File: config.mk
export PLATFORM = sky130hd
export DESIGN_NAME = hazard_scoreboard
export DESIGN_NICKNAME = d
export VERILOG_FILES = /design/src/rtl/hazard_scoreboard.sv
export SDC_FILE = /design/constraint.sdc
export NUM_CORES = 1
export LEC_CHECK = 0
export CELL_PAD_IN_SITES_DETAIL_PLACEMENT = 1
export CELL_PAD_IN_SITES_GLOBAL_PLACEMENT = 2
export CORE_UTILIZATION = 29
export CTS_CLUSTER_DIAMETER = 200
export CTS_CLUSTER_SIZE = 12
export DETAILED_ROUTE_END_ITERATION = 6
export PLACE_DENSITY = 0.86
export SETUP_SLACK_MARGIN = 0.2
export SLEW_MARGIN = 20
export SYNTH_ARGS = -nofsm -noshare
export SYNTH_HDL_FRONTEND = slang
export SYNTH_SLANG_ARGS = --single-unit
export TNS_END_PERCENT = 5
File: constraint.sdc
create_clock -name clk_i -period 9.4 [get_ports clk_i]
set_input_delay 2.35 -clock clk_i [delete_from_list [all_inputs] [get_ports clk_i]]
set_output_delay 2.35 -clock clk_i [all_outputs]
set_load 0.03 [all_outputs]
File: src/rtl/hazard_scoreboard.sv
// Hazard unit with load-use detection plus a scoreboard of in-flight long-latency writes.
// Optional saturating stall counter enabled by defining HAZARD_STALL_CNT_EN.
module hazard_scoreboard #(
    parameter int unsigned NUM_ENTRIES = 4,
    parameter int unsigned TAG_W       = 2,
    parameter int unsigned CNT_W       = 32
) (
    input  logic             clk_i,
    input  logic             reset_i,
    input  logic             id_valid_i,
    input  logic [4:0]       opcode_i,
    input  logic             funct3_i,
    input  logic [4:0]       rs1_i,
    input  logic [4:0]       rs2_i,
    input  logic [4:0]       rd_i,
    input  logic             long_op_i,
    input  logic [4:0]       rd_EX_i,
    input  logic             load_EX_i,
    input  logic             flush_i,
    input  logic             cpl_valid_i,
    input  logic [TAG_W-1:0] cpl_tag_i,
    output logic             hazard_stall_o,
    output logic             alloc_o,
    output logic [TAG_W-1:0] alloc_tag_o,
    output logic             full_o,
    output logic [TAG_W:0]   pending_o,
    output logic [CNT_W-1:0] stall_count_o
);

    logic [NUM_ENTRIES-1:0] valid_q;
    logic [NUM_ENTRIES-1:0] valid_d;
    logic [NUM_ENTRIES-1:0] live;
    logic [4:0]             rd_q [NUM_ENTRIES];

    logic             uses_rs1;
    logic             uses_rs2;
    logic             load_use;
    logic             raw;
    logic             waw;
    logic             no_free;
    logic             stall;
    logic             alloc;
    logic [TAG_W-1:0] free_idx;

    always_comb begin
        uses_rs1 = 1'b0;
        uses_rs2 = 1'b0;
        case (opcode_i)
            5'b11000, 5'b01000, 5'b01100: begin
                uses_rs1 = 1'b1;
                uses_rs2 = 1'b1;
            end
            5'b11001, 5'b00000, 5'b00100: uses_rs1 = 1'b1;
            5'b11100:                     uses_rs1 = !funct3_i;
            default:                      ;
        endcase
    end

    // A completing entry is not live (writeback is forwarded) but is still not free.
    always_comb begin
        live     = '0;
        raw      = 1'b0;
        waw      = 1'b0;
        no_free  = 1'b1;
        free_idx = '0;
        for (int i = NUM_ENTRIES - 1; i >= 0; i--) begin
            live[i] = valid_q[i] && !(cpl_valid_i && (cpl_tag_i == TAG_W'(i)));
            if (!valid_q[i]) begin
                no_free  = 1'b0;
                free_idx = TAG_W'(i);
            end
            if (live[i]) begin
                if ((uses_rs1 && (rs1_i != 5'd0) && (rs1_i == rd_q[i])) ||
                    (uses_rs2 && (rs2_i != 5'd0) && (rs2_i == rd_q[i]))) begin
                    raw = 1'b1;
                end
                if (long_op_i && (rd_i != 5'd0) && (rd_i == rd_q[i])) begin
                    waw = 1'b1;
                end
            end
        end
    end

    always_comb begin
        load_use = load_EX_i && (rd_EX_i != 5'd0) &&
                   ((uses_rs1 && (rs1_i == rd_EX_i)) || (uses_rs2 && (rs2_i == rd_EX_i)));
        stall    = id_valid_i && !flush_i &&
                   (load_use || raw || waw || (long_op_i && no_free));
        alloc    = id_valid_i && long_op_i && !flush_i && !stall && (rd_i != 5'd0);
    end

    always_comb begin
        valid_d = valid_q;
        for (int i = 0; i < NUM_ENTRIES; i++) begin
            if (cpl_valid_i && (cpl_tag_i == TAG_W'(i))) valid_d[i] = 1'b0;
            if (alloc && (free_idx == TAG_W'(i)))        valid_d[i] = 1'b1;
        end
    end

    always_ff @(posedge clk_i) begin
        if (reset_i) begin
            valid_q <= '0;
        end else begin
            valid_q <= valid_d;
        end
    end

    always_ff @(posedge clk_i) begin
        for (int i = 0; i < NUM_ENTRIES; i++) begin
            if (alloc && (free_idx == TAG_W'(i))) rd_q[i] <= rd_i;
        end
    end

    always_comb begin
        pending_o = '0;
        for (int i = 0; i < NUM_ENTRIES; i++) begin
            pending_o = pending_o + {{TAG_W{1'b0}}, valid_q[i]};
        end
    end

    assign full_o         = &valid_q;
    assign hazard_stall_o = stall;
    assign alloc_o        = alloc;
    assign alloc_tag_o    = alloc ? free_idx : '0;

`ifdef HAZARD_STALL_CNT_EN
    logic [CNT_W-1:0] stall_cnt_q;

    always_ff @(posedge clk_i) begin
        if (reset_i) begin
            stall_cnt_q <= '0;
        end else if (stall && !(&stall_cnt_q)) begin
            stall_cnt_q <= stall_cnt_q + 1'b1;
        end
    end

    assign stall_count_o = stall_cnt_q;
`else
    assign stall_count_o = '0;
`endif

endmodule

==> metrics.txt <==
status=finished clean; final worst path period share=0.798; DRT Wirelength=5850 um; setup TNS=0 ns; Clock Skew=a little over 0.01 ns; die width=about 90 um; max incr delay on CP=0.68 ns; 1st-iter DRT viols=34; WL per Instance=15.9 um; first-pass GRT wire length=between 9000 and 10000 um; EDFF count, synth=20; Setup crit end kind=output pin; Cells after Synth=238; CP cell instances=clkdlybuf4s50_1 -> or4_4 -> o21ai_4 -> a31oi_2 -> a221oi_4 -> nand3_4 -> nor2_1 -> clkdlybuf4s50_1; Max Fclk=0.133 GHz; Final setup viols=0; Worst-Skew Late Latency=between 0.2 and 0.3 ns; post-synthesis sequential area ratio=0.305; max cap viols=0; CTS Buffer Depth=2; average size of a mapped cell=roughly 9.4 um^2; drc violations=0; final hold slack=0.746 ns; Detail Route Antenna Nets=0; ys flop type=edfxtp_1; Yosys reg bits=24; HPWL Detailed=4730 um; # rows=31; most frequent cells in the layout=42 x clkdlybuf4s50_1, 41 x xor2_1, 32 x conb_1; r2r endpoint=rd_q[1][4]; crit path DAT=slightly above 5 ns; largest net degree at the start of global routing=14; Routability Congestion=0.818; Chip Height=89.7 um; max-slew violation count=0; hold worst-path end=valid_q[2]; die area=8050 um^2; Area Growth Syn to Fin=17.9%; share of cells above drive strength 1=0.0485; Worst Reg-to-Reg Cells=8; min-delay src=valid_q[0]; Crit Path Max Fanout=9; Netlist cell types=35; overall routing resource usage=0.153; vias in the first global route=1792; slowest CP cell=clkdlybuf4s50_1; via/cell ratio=between 4 and 5; H-Tree Depth=1; Worst path most repeated cell=clkdlybuf4s50_1; cell taking the most area after synthesis=edfxtp_1; initial antenna violation count=0; initial core utilization=0.304; Cells on Worst Hold Path=2; GRT Residual Overflow=0; clk sinks=24; Area contributors post-synth=edfxtp_1 27%, xor2_1 16%, xnor2_1 11%, buf_4 11%, dfxtp_1 3.6%; Fin. Hold Viols=0; Ys Warns=0; HP Class=reg2reg; Slew headroom=0.448; Port-buffer cells=between 40 and 50; total power=around 0.26 mW; Slew @ Worst Pin=between 0.8 and 0.9 ns; Ports=75; Root Driver=clkbuf_8; ANT cells=0; most common cell after layout, fill and taps aside=clkdlybuf4s50_1; Reg clk slew, reported paths=~0.08 ns; leakage=0.948 nW; Synth async-reset ratio=0; CTS buffer count=3; CORE AREA=7330 um^2; RSZ-0062 raised after global routing=false; CTS tree=built; worst reg2reg startpoint=rd_q[3][2]; Worst VDD drop=a little under 60 uV; CP Launch Type=input pin; fin util=0.359; hold buffer count at CTS=0; fin crit period=7.50 ns; nets@finish=308; Yosys top cell area share=0.269; post-CTS resize count=0; pwr dens=97.1 nW/um^2; DR pass1 iterations=4; total number of vias=1717; Crit Path Class=in2out; Data required, critical path=7.05 ns; postcts setup bufs=0; Synth Cell Area=2230 um^2; R2R setup slack=6.60 ns
layer usage:
layer | track usage | part of all wire | routed length [um] | vias up
li1 | - | - | - | 811
met1 | 0.201 | 0.46 | 2680 | 837
met4 | 0.0574 | 0.019 | 113 | 0
met5 | 0 | 0 | 0 | -
met3 | 0.0178 | 0.044 | 256 | 8
met2 | 0.258 | 0.48 | 2800 | 61
registers in the layout, indices dropped and copies added (netlist names):
register	cells
valid_q	4
rd_q	20
cells by family (layout without fill, tap and decap cells):
kind of cell	after synthesis	count (layout)	synth area share
xor gates and xnor gates	70	70	0.275
and+or+nand+nor	58	58	0.145
buffers and inverters	57	56	0.161
AOI/OAI and AO/OA	24	24	0.0874
DFF	24	24	0.305
adders and majority gates	4	4	0.0258
other	1	32	0.00168
cell usage after synthesis (2+ instances only):
cell	number
nor3_1	13
nand4_1	6
buf_2	14
dfxtp_1	4
ha_1	3
nor2_1	10
nand2_1	4
inv_1	10
a31oi_2	2
xnor2_1	29
or3_1	2
nor4_1	6
xor2_1	41
o21ai_1	2
nand3_1	7
o32ai_1	3
and3_1	3
nand2b_1	2
a21oi_1	4
edfxtp_1	20
o21ai_0	2
a31oi_1	7
buf_4	32
worst max-delay path: cells and delay by family:
kind,cells,cell delay (ns)
buffers and inverters,2,1.29
and+or+nand+nor,3,0.93
AOI/OAI and AO/OA,3,0.58
power by group:
part | internal (mW) | switching, mW | total, mW
sequential | 0.116 | 0.00144 | 0.118
clock | 0.0373 | 0.0304 | 0.0677
combinational | 0.0267 | 0.0434 | 0.0701
total | 0.180 | 0.0752 | 0.255
how the worst max path moves through the flow:
stage                start  cells after the start        endpoint  slack, ns
6_report           rd_i[0]                      8  alloc_tag_o[1]       1.90
5_1_grt        cpl_valid_i                     10  alloc_tag_o[1]       1.65
4_1_cts            rd_i[2]                      8  alloc_tag_o[1]       1.85
3_5_place_dp       rd_i[2]                      8  alloc_tag_o[1]       1.87
3_3_place_gp       rd_i[0]                      8  alloc_tag_o[1]       1.93
2_1_floorplan      rd_i[3]                      7  alloc_tag_o[0]       2.96
cell type report:
type                            instances  area, um^2
Clock buffer                            4        55.1
Inverter                               10        37.5
Sequential cell                        24         681
Tap cell                               99         124
Timing Repair Buffer                   42         420
Multi-Input combinational cell        188        1320
Fill cell                             847        4700
through the flow:
step | area, um^2 | setup WS [ns] | std cells
after detailed placement | 2570 | 1.87 | 363
final | 2630 | 1.90 | 367
after floorplan | 2350 | 2.96 | 269
after CTS | 2630 | 1.85 | 367
after global routing | 2630 | 1.65 | 367
after global placement | 2570 | 1.93 | 363
Power figures use the tool's default switching activity.
